**src/rtl/dwrr_pkg.sv**
```systemverilog
// Constants shared by the DWRR arbiter and its input queues, plus small helpers.
// The per-queue drop counters (macro DWRR_QUEUE_DROP_CNT_EN) use sat_inc8.
package dwrr_pkg;

    localparam int NUM_REQS = 4;   // requestor count
    localparam int QWID     = 8;   // arbiter quantum / deficit width
    localparam int PSIZE    = 1;   // packet cost charged per grant
    localparam int DWID     = 8;   // packet data width
    localparam int DEPTH    = 4;   // default entries per input queue

    function automatic logic [7:0] sat_inc8(input logic [7:0] v);
        if (v == 8'hFF) begin
            return v;
        end else begin
            return v + 8'd1;
        end
    endfunction

endpackage

```
**src/rtl/dwrr_fifo.sv**
```systemverilog
// Single circular FIFO for one requestor queue. A push to a full queue is
// accepted only when the same cycle pops; otherwise it is rejected and flagged.
module dwrr_fifo
#(
    parameter  int DWID   = 8,
    parameter  int DEPTH  = 4,
    localparam int PTRWID = $clog2(DEPTH)
)
(
    input  logic            clk,
    input  logic            rst,
    input  logic            push,
    input  logic [DWID-1:0] push_data,
    input  logic            pop,
    output logic            nonempty,
    output logic            full,
    output logic [DWID-1:0] rd_data,
    output logic            drop
);

    logic [DWID-1:0]   mem_q [DEPTH];
    logic [PTRWID-1:0] rd_ptr_q, rd_ptr_d;
    logic [PTRWID-1:0] wr_ptr_q, wr_ptr_d;
    logic [PTRWID:0]   count_q, count_d;
    logic              pop_ok_s;
    logic              push_acc_s;

    assign nonempty = (count_q != '0);
    assign full     = (count_q == (PTRWID+1)'(DEPTH));
    assign rd_data  = mem_q[rd_ptr_q];
    assign drop     = push & ~push_acc_s;

    // Next-state pointers and occupancy; pointers wrap naturally (DEPTH is a power of two).
    always_comb begin
        pop_ok_s   = pop & nonempty;
        push_acc_s = push & (~full | pop_ok_s);
        rd_ptr_d   = rd_ptr_q;
        wr_ptr_d   = wr_ptr_q;
        count_d    = count_q;
        if (pop_ok_s) begin
            rd_ptr_d = rd_ptr_q + PTRWID'(1);
        end else begin
            rd_ptr_d = rd_ptr_q;
        end
        if (push_acc_s) begin
            wr_ptr_d = wr_ptr_q + PTRWID'(1);
        end else begin
            wr_ptr_d = wr_ptr_q;
        end
        case ({push_acc_s, pop_ok_s})
            2'b10:   count_d = count_q + (PTRWID+1)'(1);
            2'b01:   count_d = count_q - (PTRWID+1)'(1);
            default: count_d = count_q;
        endcase
    end

    // Pointer and count registers.
    always_ff @(posedge clk) begin
        if (rst) begin
            rd_ptr_q <= '0;
            wr_ptr_q <= '0;
            count_q  <= '0;
        end else begin
            rd_ptr_q <= rd_ptr_d;
            wr_ptr_q <= wr_ptr_d;
            count_q  <= count_d;
        end
    end

    // Storage array; contents need no reset since count gates every read.
    always_ff @(posedge clk) begin
        if (!rst && push_acc_s) begin
            mem_q[wr_ptr_q] <= push_data;
        end
    end

endmodule

```
**src/rtl/dwrr_input_queues.sv**
```systemverilog
// Per-requestor input queues feeding a DWRR arbiter, with a registered pop output.
// Optional macro DWRR_QUEUE_DROP_CNT_EN adds 8-bit saturating per-queue drop counters.
module dwrr_input_queues
#(
    parameter  int NUM_REQS = dwrr_pkg::NUM_REQS,
    parameter  int DWID     = dwrr_pkg::DWID,
    parameter  int DEPTH    = dwrr_pkg::DEPTH,
    localparam int PTRWID   = $clog2(DEPTH),
    localparam int CNTWID   = $clog2(NUM_REQS)
)
(
    input  logic                     clk,
    input  logic                     rst,
    input  logic [NUM_REQS-1:0]      push,
    input  logic [NUM_REQS*DWID-1:0] push_data,
    input  logic [NUM_REQS-1:0]      gnt,
    output logic [NUM_REQS-1:0]      reqs,
    output logic [NUM_REQS-1:0]      full,
    output logic                     out_valid,
    output logic [DWID-1:0]          out_data,
    output logic [CNTWID-1:0]        out_id
`ifdef DWRR_QUEUE_DROP_CNT_EN
    ,
    output logic [NUM_REQS*8-1:0]    drop_cnt
`endif
);

    import dwrr_pkg::*;

    logic [DWID-1:0]     rd_data_s [NUM_REQS];
    logic [NUM_REQS-1:0] pop_s;
    logic [NUM_REQS-1:0] drop_s;
    logic                found_s;
    logic [CNTWID-1:0]   sel_id_s;
    logic                out_valid_q, out_valid_d;
    logic [DWID-1:0]     out_data_q, out_data_d;
    logic [CNTWID-1:0]   out_id_q, out_id_d;

    for (genvar g = 0; g < NUM_REQS; g++) begin : g_q
        dwrr_fifo #(
            .DWID  (DWID),
            .DEPTH (DEPTH)
        ) u_fifo (
            .clk       (clk),
            .rst       (rst),
            .push      (push[g]),
            .push_data (push_data[g*DWID +: DWID]),
            .pop       (pop_s[g]),
            .nonempty  (reqs[g]),
            .full      (full[g]),
            .rd_data   (rd_data_s[g]),
            .drop      (drop_s[g])
        );
    end

    // Only the lowest-index grant that hits a non-empty queue pops.
    always_comb begin
        pop_s    = '0;
        found_s  = 1'b0;
        sel_id_s = '0;
        for (int i = 0; i < NUM_REQS; i++) begin
            if (!found_s && gnt[i] && reqs[i]) begin
                pop_s[i] = 1'b1;
                sel_id_s = CNTWID'(i);
                found_s  = 1'b1;
            end else begin
                pop_s[i] = 1'b0;
            end
        end
    end

    // Output next-state: data and id hold when nothing pops.
    always_comb begin
        out_valid_d = found_s;
        out_data_d  = out_data_q;
        out_id_d    = out_id_q;
        if (found_s) begin
            out_data_d = rd_data_s[sel_id_s];
            out_id_d   = sel_id_s;
        end else begin
            out_data_d = out_data_q;
            out_id_d   = out_id_q;
        end
    end

    // Output register.
    always_ff @(posedge clk) begin
        if (rst) begin
            out_valid_q <= 1'b0;
            out_data_q  <= '0;
            out_id_q    <= '0;
        end else begin
            out_valid_q <= out_valid_d;
            out_data_q  <= out_data_d;
            out_id_q    <= out_id_d;
        end
    end

    assign out_valid = out_valid_q;
    assign out_data  = out_data_q;
    assign out_id    = out_id_q;

`ifdef DWRR_QUEUE_DROP_CNT_EN
    logic [7:0] drop_cnt_q [NUM_REQS];
    logic [7:0] drop_cnt_d [NUM_REQS];

    // Saturating per-queue count of rejected pushes.
    always_comb begin
        for (int i = 0; i < NUM_REQS; i++) begin
            if (drop_s[i]) begin
                drop_cnt_d[i] = sat_inc8(drop_cnt_q[i]);
            end else begin
                drop_cnt_d[i] = drop_cnt_q[i];
            end
        end
    end

    // Drop counter registers.
    always_ff @(posedge clk) begin
        for (int i = 0; i < NUM_REQS; i++) begin
            if (rst) begin
                drop_cnt_q[i] <= 8'd0;
            end else begin
                drop_cnt_q[i] <= drop_cnt_d[i];
            end
        end
    end

    for (genvar g = 0; g < NUM_REQS; g++) begin : g_drop
        assign drop_cnt[g*8 +: 8] = drop_cnt_q[g];
    end
`else
    logic unused_drop_s;
    assign unused_drop_s = ^drop_s;
`endif

endmodule

```
**config.mk**
```make
export PLATFORM = sky130hd
export DESIGN_NAME = dwrr_input_queues
export DESIGN_NICKNAME = d
export VERILOG_FILES = /design/src/rtl/dwrr_pkg.sv /design/src/rtl/dwrr_fifo.sv /design/src/rtl/dwrr_input_queues.sv
export SDC_FILE = /design/constraint.sdc
export NUM_CORES = 1
export LEC_CHECK = 0
export CORE_MARGIN = 2
export CORE_UTILIZATION = 56
export CTS_CLUSTER_DIAMETER = 200
export CTS_CLUSTER_SIZE = 10
export DETAILED_ROUTE_END_ITERATION = 8
export GPL_ROUTABILITY_DRIVEN = 0
export PLACE_DENSITY_LB_ADDON = 0.12
export SETUP_SLACK_MARGIN = 0.3
export SKIP_LAST_GASP = 1
export SYNTH_ARGS = -nofsm -noshare
export SYNTH_HDL_FRONTEND = slang
export SYNTH_SLANG_ARGS = --single-unit
```
**constraint.sdc**
```tcl
create_clock -name clk -period 4.7 [get_ports clk]
set_input_delay 0.705 -clock clk [delete_from_list [all_inputs] [get_ports clk]]
set_output_delay 0.705 -clock clk [all_outputs]
set_load 0.005 [all_outputs]
```
* After elaboration in Yosys (flattened, before gate mapping)
Memories as Yosys holds them, arrays and structs flattened. A register that Yosys moved wholly into a read port is not among the register bits. Index checks and enable logic that the tools add are counted.
Storage, ports and cells: register bits after elaboration 39, bits in latches 0, RAM bits 128, bits in read-only memories 0, input bits 42, output and inout port bits 19, word-level logic and storage cells 121, memories kept 4
Memory list:
- g_q[0].u_fifo.mem_q | depth 4, width 8, read ports 1, clocked after memory_dff 1, wr ports 1, line dwrr_fifo.sv:21 | logic [DWID-1:0] mem_q [DEPTH];
- g_q[1].u_fifo.mem_q | depth 4, width 8, read ports 1, clocked after memory_dff 1, wr ports 1, line dwrr_fifo.sv:21
- g_q[2].u_fifo.mem_q | depth 4, width 8, read ports 1, clocked after memory_dff 1, wr ports 1, line dwrr_fifo.sv:21
- g_q[3].u_fifo.mem_q | depth 4, width 8, read ports 1, clocked after memory_dff 1, wr ports 1, line dwrr_fifo.sv:21
Cells by class: add/subtract/negate cells 16, multiply operators 0, divide/modulo/power cells 0, $lt $le $gt $ge 1, equal/unequal tests 12, shift operators 0, muxes and demuxes 33, bitwise logic cells 17, reductions and logical operators 23
Operators with widths (count):
- 3-bit one-hot mux with 2 select lines | 4
- 2-bit two-way mux | 10
- 2-bit by 1-bit adder with 2-bit output (second input constant) | 8
- 8-bit binary-select mux with 2-bit select | 1
- 1-bit two-way mux | 16
- 8-bit two-way mux | 2
- 3-bit by 1-bit adder with 3-bit output (second input constant) | 4
- 3-bit == test (second input constant) | 4
- 3-bit nonzero test | 4
- 3-bit by 1-bit subtractor with 3-bit output (second input constant) | 4
- 1-bit logical AND | 11
- 1-bit AND | 8
- 2-bit by 1-bit == test with 1-bit output (second input constant) | 4
- 2-bit == test (second input constant) | 4
- 2-bit nonzero test | 4
- 1-bit zero test | 4
- 1-bit inverter | 4
- 1-bit bitwise OR | 4
- 3-bit >= comparator (second input constant) | 1
- 2-bit inverter with 3-bit output | 1

* Depth between registers and ports, before layout
Gate-level depths: netlist (run 1).
depth in word-level cells 21, depth in mapped cells 10, gate-level depth less buffers 10

* Cells and area by module
A second synthesis (run 1) with hierarchy kept.
Unflattened totals: cells, all modules 558, area, all modules 8029.0 sq um
Modules (own cells, without submodules):
- dwrr_fifo | instances 4, cells each 112, area each 1789.2 sq um, sequential area each 1141.1 sq um
- dwrr_input_queues | instances 1, cells each 110, area each 872.1 sq um, sequential area each 220.2 sq um

* Worst setup path before layout (run 1)
Ideal clock, no wire load.
path type input -> register, start input gnt[0], end register g_q[0].u_fifo.count_q[2], setup time 0.070 ns, arrival time 2.567 ns, required time 4.630 ns, setup slack 2.063 ns, stages 7, path buffers 0, path through o41ai_1 ha_1 inv_1 fa_1 xor2_1 or3_1 a21oi_1
On the way: word-level cells in the longest chain between the ends 7, elaborated cells between the ends (all ways) 9, classes of those cells eq/ne: 2; mux: 2; bitwise: 3; reduce/logical: 2
Ends and longest elaborated chain:
- from (decl) | line dwrr_input_queues.sv:16 | input logic [NUM_REQS-1:0] gnt,
- 1-bit logical AND * | line dwrr_input_queues.sv:62 | if (!found_s && gnt[i] && reqs[i]) begin
- 1-bit two-way mux * | line dwrr_input_queues.sv:62
- 1-bit AND * | line dwrr_fifo.sv:35 | pop_ok_s = pop & nonempty;
- 1-bit bitwise OR | line dwrr_fifo.sv:36 | push_acc_s = push & (~full | pop_ok_s);
- 1-bit AND | line dwrr_fifo.sv:36
- 2-bit by 1-bit == test with 1-bit output or 2-bit == test (tied branches) | line dwrr_fifo.sv:50 | case ({push_acc_s, pop_ok_s})
- 3-bit one-hot mux with 2 select lines or 2-bit nonzero test (tied branches)
- to (signal assigned) | line dwrr_fifo.sv:66 | count_q <= count_d;
- to (decl) | line dwrr_fifo.sv:24 | logic [PTRWID:0] count_q, count_d;
Every way passes the cells marked *; elsewhere a longest branch is shown, timed or not. A chain may end at the register's enable or synchronous reset.

* Final worst setup path (run 1)
start input gnt[0], end register g_q[1].u_fifo.count_q[2]
On the way: word-level cells in the longest chain between the ends 11, elaborated cells between the ends (all ways) 13, classes of those cells eq/ne: 2; mux: 3; bitwise: 3; reduce/logical: 5
Ends and longest elaborated chain (line):
- 1-bit logical AND * | dwrr_input_queues.sv:62
- 1-bit two-way mux * | dwrr_input_queues.sv:62
- 1-bit zero test * | dwrr_input_queues.sv:62
- 1-bit logical AND * (2 in series) | dwrr_input_queues.sv:62
- 1-bit two-way mux * | dwrr_input_queues.sv:62
- 1-bit AND * | dwrr_fifo.sv:35
- 1-bit bitwise OR | dwrr_fifo.sv:36
- 1-bit AND | dwrr_fifo.sv:36
- 2-bit by 1-bit == test with 1-bit output or 2-bit == test (tied branches) | dwrr_fifo.sv:50
- 3-bit one-hot mux with 2 select lines or 2-bit nonzero test (tied branches)
- to (signal assigned) | dwrr_fifo.sv:66
- to (decl) | dwrr_fifo.sv:24
Marks and branches as above.

==> results.sh, run 1 <==
export IMPL_vdd_ir_drop_max_mv=0.280
export IMPL_grt_start_max_net_pins=44
export IMPL_most_common_layout_cells="128 x edfxtp_1, 60 x clkdlybuf4s50_1, 47 x dfxtp_1"
export IMPL_synth_top_family_by_area="multiplexers"
export IMPL_post_cts_buffers=0
export IMPL_worstPathCellList="clkdlybuf4s50_1, o31ai_4, inv_2, o21ai_0, nand2_1, ha_1, inv_1, fa_1, xor2_1, or3_1, a21oi_1"
export IMPL_critical_path_class="input pin to flop"
export IMPL_critical_path_max_fanout=16
export IMPL_proportion_of_total_power_due_to_net_switching_pct=29.3
export IMPL_sequential_share_of_the_synthesized_area_pct=66.9
export IMPL_area_growth_syn_to_fin_pct=18.2
export IMPL_clock_sink_count=175
export IMPL_port_buffers=60
export IMPL_leakagePower_nw=2.90
export IMPL_detail_route_wl_per_cell_um=19.1
export IMPL_finalHoldViolCount=0
export IMPL_grt_busiest_layer="met2"
export IMPL_setup_reg_to_reg_worst_slack_ns=1.79
export IMPL_groute_usage_overall_pct=21.1
export IMPL_cts_tree="yes"
export IMPL_whs_endpoint="g_q[3].u_fifo.rd_ptr_q[1]"
export IMPL_finish_cell_count_without_fillers=700
export IMPL_synthesized_instance_count=456
export IMPL_postSynth_asyncResetShare_pct=0
export IMPL_synth_xor_area_share_pct=1.59
export IMPL_comb_power_share_pct=25.5
export IMPL_dp_cells=668
export IMPL_number_of_antenna_violations_at_the_first_check_in_global_routing=0
export IMPL_critical_path_startpoint_type="input pin"
export IMPL_die_width_um=117
export IMPL_grt_pass1_vias=3970
export IMPL_syn_cell_area_sq_um=7160
export IMPL_critical_path_slowest_cell="clkdlybuf4s50_1"
export IMPL_crit_buf_inv=3
export IMPL_cts_buffer_depth=2
export IMPL_starting_density_of_the_core_pct=56.9
export IMPL_post_synthesis_compound_gate_area_fraction_pct=5.81
export IMPL_hp_start="g_q[3].u_fifo.rd_ptr_q[1]"
export IMPL_num_nets_final=579
export IMPL_reg2reg_depth=9
export IMPL_setup_viol=0
export IMPL_power_share_clock_pct=29.3
export IMPL_vias_per_cell=5.58
export IMPL_timing_slew_headroom_pct=27.7
export IMPL_die_h_um=117
export IMPL_mappedNetlistNets=520
export IMPL_grtUsageMet3_pct=5.41
export IMPL_cts_buffers_inserted=17
export IMPL_max_stage_delay_ns=0.53
export IMPL_core_ar_sq_um=12600
export IMPL_timing_rr_start="g_q[0].u_fifo.count_q[0]"
export IMPL_cts_reportedPaths_clkPinSlew_ns=0.06
export IMPL_routed_wire_length_mm=13.4
export IMPL_power_report_internal_total_w=0.00323
export IMPL_finish_instance_area_sq_um=8460
export IMPL_yosys_area_share_simple_pct=6.50
export IMPL_yosys_warnings=0
export IMPL_cp_top_family="buffers and inverters"
export IMPL_worst_hold_slack_ns=0.511
export IMPL_cts_resized=0
export IMPL_clock_tree_htree_level_count=4
export IMPL_worst_ep_required_time_ns=5.04
export IMPL_share_of_the_clock_period_used_by_the_worst_path_pct=62.2
export IMPL_cts_root_buffer="clkbuf_16"
export IMPL_grt_first_pass_wirelength_mm=20.8
export IMPL_dp_hpwl_mm=9.58
export IMPL_worstReg2RegEnd="g_q[1].u_fifo.count_q[2]"
export IMPL_met2_capacity_usage_during_global_routing_pct=36.6
export IMPL_post_route_drc_count=0
export IMPL_syn_area_per_cell_sq_um=15.7
export IMPL_mostFrequentLayoutCell="edfxtp_1"
export IMPL_hold_path_class="flop to flop"
export IMPL_clk_latency_ns=0.42
export IMPL_detailedRoute_firstPassIterationCount=5
export IMPL_timing_final_crit_period_ns=2.92
export IMPL_post_synth_num_cell_types=46
export IMPL_cts_hold_buffers_added=0
export IMPL_synthAdderAreaFrac_pct=4.27
export IMPL_boundaryPins=61
export IMPL_seqPwrFrac_pct=45.2
export IMPL_placement_rows=41
export IMPL_final_antenna_net_count=0
export IMPL_globalRouteOverflowTotal=0
export IMPL_antennaDiodeCount=0
export IMPL_top_ff_cell_synth="edfxtp_1"
export IMPL_hold_depth=2
export IMPL_powerDensity_nw_per_um2=540
export IMPL_synth_enable_flop_cells=128
export IMPL_timing_critical_path_to_type="flop"
export IMPL_post_synth_mux_area_share_pct=11.9
export IMPL_setup_skew_after_layout_ns=0.00875
export IMPL_yosys_register_bits=175
export IMPL_worst_slew_pin_slew_ns=1.08
export IMPL_p_switching_w=0.00134
export IMPL_placed_area_sq_um=7890
export IMPL_globalRouteMet1Util_pct=25.9
export IMPL_final_layout_size_suffix_gt1_share_pct=15.5
export IMPL_fmax_ghz=0.342
export IMPL_via_count=3904
export IMPL_status="finished clean"
export IMPL_critPathArrivalTime_ns=3.27
export IMPL_die_area_sq_um=13700
export IMPL_rsz0062_at_grt="false"
export IMPL_drv_max_cap_violation_count=0
export IMPL_fin_tns_setup_ns=0
export IMPL_dr_first_iter_drc_count=362
export IMPL_timing_max_transition_violations_final=0
cell families (layout without fill, tap and decap cells):
kind of cell | Yosys count | count (layout)
mux | 44 | 44
buf+inv | 51 | 123
xor+xnor | 13 | 13
fa+ha+maj | 22 | 22
simple gates | 91 | 91
compound gates | 60 | 60
flops | 175 | 175
routing by layer:
| metal | vias up | wire length (um) | share of wire, % |
|---|---|---|---|
| met5 | - | 0 | 0 |
| met4 | 0 | 161 | 1.2 |
| met3 | 11 | 544 | 4.1 |
| met2 | 98 | 7030 | 53 |
| met1 | 1949 | 5620 | 42 |
| li1 | 1846 | - | - |
power by group through the flow:
stage / Clock [W] / Combinational [W] / Sequential [W]
finish: 0.00134 / 0.00116 / 0.00206
global placement: 0 / 0.00114 / 0.00209
global route: 0.00143 / 0.00127 / 0.00210
detailed placement: 0 / 0.00117 / 0.00210
floorplan: 0 / 0.000876 / 0.00199
CTS: 0.00136 / 0.00118 / 0.00207
registers in the layout, summed over array words and instances (netlist names), named ones only:
name / flops
g_q.u_fifo.mem_q: 128
g_q.u_fifo.count_q: 12
g_q.u_fifo.rd_ptr_q: 8
g_q.u_fifo.wr_ptr_q: 8
out_data: 8
out_id: 2
out_valid: 1
worst max-delay path by stage:
stage	start	endpoint	slack, ns	cells past startpoint
floorplan	gnt[0]	g_q[0].u_fifo.count_q[2]	2.06	7
global placement	gnt[0]	g_q[1].u_fifo.count_q[2]	1.49	11
detailed placement	gnt[0]	g_q[1].u_fifo.count_q[2]	1.37	11
CTS	g_q[2].u_fifo.count_q[2]	g_q[3].u_fifo.mem_q[2][5]	1.74	4
global route	g_q[2].u_fifo.count_q[2]	g_q[3].u_fifo.mem_q[2][5]	1.57	4
finish	gnt[0]	g_q[1].u_fifo.count_q[2]	1.78	11
per-stage QoR:
stage / util [%] / total power, W / worst slack [ns]
2_1_floorplan: - / 0.00287 / 2.06
3_3_place_gp: 62.8 / 0.00324 / 1.49
3_5_place_dp: 62.8 / 0.00327 / 1.37
4_1_cts: 67.3 / 0.00461 / 1.74
5_1_grt: 67.3 / 0.00480 / 1.57
6_report: 67.3 / 0.00457 / 1.78
final cells by class:
type                    instances  area, sq um
multi-input cells             230         2150
well taps                     172          215
repair buffers                 66          646
inverters                      25         93.8
fillers                       857         4110
flip-flops and latches        175         4780
clock buffers                  20          467
clock inverters                12          106
worst register-to-register path: stages, from the launching register on:
cell and delay, ns:
dfxtp_1 0.37, o31ai_4 0.65, nand2_1 0.37, inv_1 0.20, ha_1 0.20, inv_1 0.06
fa_1 0.37, xor2_1 0.16, or3_1 0.30, a21oi_1 0.16
synth_stat cells, types with 8 or more instances:
master | number | share of area (%)
o22ai_1 | 16 | 1.4
edfxtp_1 | 128 | 54
clkbuf_1 | 11 | 0.58
and2_1 | 9 | 0.79
a211oi_1 | 9 | 0.94
inv_1 | 24 | 1.3
o21ai_1 | 8 | 0.56
nand2_1 | 11 | 0.58
buf_4 | 8 | 0.84
nor2_1 | 33 | 1.7
mux4_2 | 32 | 10
ha_1 | 18 | 3.1
dfxtp_1 | 47 | 13
Note: power is estimated with default switching activity, not from simulation.
==> run 2: changes to the inputs <==
--- a/config.mk
+++ b/config.mk
@@ -6,7 +6,7 @@
 export NUM_CORES = 1
 export LEC_CHECK = 0
 export CORE_MARGIN = 2
-export CORE_UTILIZATION = 56
+export CORE_UTILIZATION = 52
 export CTS_CLUSTER_DIAMETER = 200
 export CTS_CLUSTER_SIZE = 10
 export DETAILED_ROUTE_END_ITERATION = 8
==> constraint.sdc (replaced) <==
create_clock -name clk -period 2.5 [get_ports clk]
set_input_delay 0.375 -clock clk [delete_from_list [all_inputs] [get_ports clk]]
set_output_delay 0.375 -clock clk [all_outputs]
set_load 0.005 [all_outputs]
==> run 2 against run 1 <==
Cell area rose by 5.5%; register-to-register slack worse by 1.5 ns; die area increased by 7.4%; largest power group unchanged; highest routed layer unchanged; largest cell class unchanged; first-iteration DRC count shrank 6.4%.
==> results.sh, run 2 (synthesis gave the netlist of run 1 again) <==
export IMPL_status="finished clean"
export IMPL_boundaryPins=61
export IMPL_number_of_antenna_violations_at_the_first_check_in_global_routing=0
export IMPL_vias_per_cell=5.49
export IMPL_critPathArrivalTime_ns=2.50
export IMPL_leakagePower_nw=3.11
export IMPL_cts_buffers_inserted=17
export IMPL_finalHoldViolCount=0
export IMPL_starting_density_of_the_core_pct=53.6
export IMPL_worst_slew_pin_slew_ns=0.577
export IMPL_clock_sink_count=175
export IMPL_clk_latency_ns=0.42
export IMPL_post_route_drc_count=0
export IMPL_setup_viol=0
export IMPL_detail_route_wl_per_cell_um=19.0
export IMPL_cts_reportedPaths_clkPinSlew_ns=0.06
export IMPL_grt_start_max_net_pins=45
export IMPL_powerDensity_nw_per_um2=1040
export IMPL_rsz0062_at_grt="true"
export IMPL_detailedRoute_firstPassIterationCount=4
export IMPL_placement_rows=42
export IMPL_critical_path_class="flop to flop"
export IMPL_vdd_ir_drop_max_mv=0.422
export IMPL_die_h_um=121
export IMPL_worst_ep_required_time_ns=2.81
export IMPL_multi_input_area_sq_um=2250
export IMPL_critical_path_max_fanout=5
export IMPL_most_common_layout_cells="128 x edfxtp_1, 59 x clkdlybuf4s50_1, 40 x dfxtp_1"
export IMPL_grt_busiest_layer="met2"
export IMPL_final_layout_size_suffix_gt1_share_pct=24.2
export IMPL_globalRouteOverflowTotal=0
export IMPL_largestRegisters="g_q.u_fifo.mem_q x128, g_q.u_fifo.count_q x12"
export IMPL_via_count=4029
export IMPL_globalRouteMet1Util_pct=24.3
export IMPL_setup_skew_after_layout_ns=0.00697
export IMPL_core_ar_sq_um=13300
export IMPL_port_buffers=60
export IMPL_fin_tns_setup_ns=0
export IMPL_die_width_um=121
export IMPL_seqCellArea_sq_um=4800
export IMPL_share_of_the_clock_period_used_by_the_worst_path_pct=87.4
export IMPL_worst_hold_slack_ns=0.531
export IMPL_routed_wire_length_mm=14.0
export IMPL_timing_slew_headroom_pct=61.5
export IMPL_cts_buffer_depth=2
export IMPL_dp_hpwl_mm=9.76
export IMPL_grt_first_pass_wirelength_mm=21.7
export IMPL_timing_max_transition_violations_final=0
export IMPL_grtUsageMet3_pct=4.79
export IMPL_hold_path_class="flop to flop"
export IMPL_met2_capacity_usage_during_global_routing_pct=35.5
export IMPL_cts_root_buffer="clkbuf_16"
export IMPL_largest_register_ff_count=128
export IMPL_clock_tree_htree_level_count=4
export IMPL_num_nets_final=610
export IMPL_fill_cells=961
export IMPL_largest_register="g_q.u_fifo.mem_q"
export IMPL_grt_pass1_vias=4171
export IMPL_area_growth_syn_to_fin_pct=24.8
export IMPL_groute_usage_overall_pct=20.2
export IMPL_fmax_ghz=0.458
export IMPL_drv_max_cap_violation_count=0
export IMPL_die_area_sq_um=14700
export IMPL_timing_critical_path_to_type="flop"
export IMPL_mostFrequentLayoutCell="edfxtp_1"
export IMPL_antennaDiodeCount=0
export IMPL_dr_first_iter_drc_count=339
export IMPL_final_antenna_net_count=0
export IMPL_critical_path_startpoint_type="flop"
export IMPL_cts_tree="yes"
export IMPL_timing_final_crit_period_ns=2.18
-- run 2: cell type report --
class	instances	area share, %
sequential	175	53.7
multi-input combinational	230	25.2
timing repair buffer	97	10.6
clock buffer	18	4.81
tap	176	2.47
clock inverter	13	2.09
inverter	25	1.08
-- run 2: repair_timing --
item / 4_1_cts / 5_1_grt
buffers inserted: 1 / 6
hold buffers: 0 / 0
pin swaps: 2 / 11
hold endpoints to repair: 0 / 0
setup endpoints to repair: 35 / 13
resized for setup: 11 / 24
-- run 2: report_power, final --
part	internal [W]	switching, W
Combinational	0.00140	0.00117
Clock	0.00167	0.00108
Sequential	0.00351	0.000418
-- run 2: layer usage --
layer  share of wire [%]  up-vias
met5                   0        -
met4                0.96        0
met3                 3.0       13
met2                  54       63
met1                  42     2041
li1                    -     1912
-- run 2: critical path: stages (launching register included) --
cell	delay [ns]
dfxtp_1	0.48
o31ai_4	0.10
buf_6	0.14
buf_4	0.12
nand4_2	0.11
nor2_1	0.08
fa_1	0.38
and3_1	0.17
mux2i_1	0.14
mux2_2	0.34
-- run 2: stage by stage --
step	cells	setup slack, ns	utilization (%)	cell area, sq um	total power, W
floorplan	456	0.216	-	7170	0.00541
global placement	696	0.0184	61.1	8150	0.00631
detailed placement	696	-0.0480	61.1	8150	0.00639
CTS	728	0.257	65.9	8800	0.00916
global route	734	0.253	66.9	8930	0.00972
finish	734	0.316	66.9	8930	0.00925
-- run 2: worst paths after layout --
kind | startpoint | endpoint | slack (ns) | cells after the start
hold / removal | g_q[3].u_fifo.rd_ptr_q[1] | g_q[3].u_fifo.rd_ptr_q[1] | 0.53 | 2
hold reg to reg | g_q[3].u_fifo.rd_ptr_q[1] | g_q[3].u_fifo.rd_ptr_q[1] | 0.53 | 2
setup reg to reg | g_q[0].u_fifo.count_q[1] | g_q[3].u_fifo.count_q[2] | 0.32 | 9
setup / recovery | g_q[0].u_fifo.count_q[1] | g_q[3].u_fifo.count_q[2] | 0.32 | 9
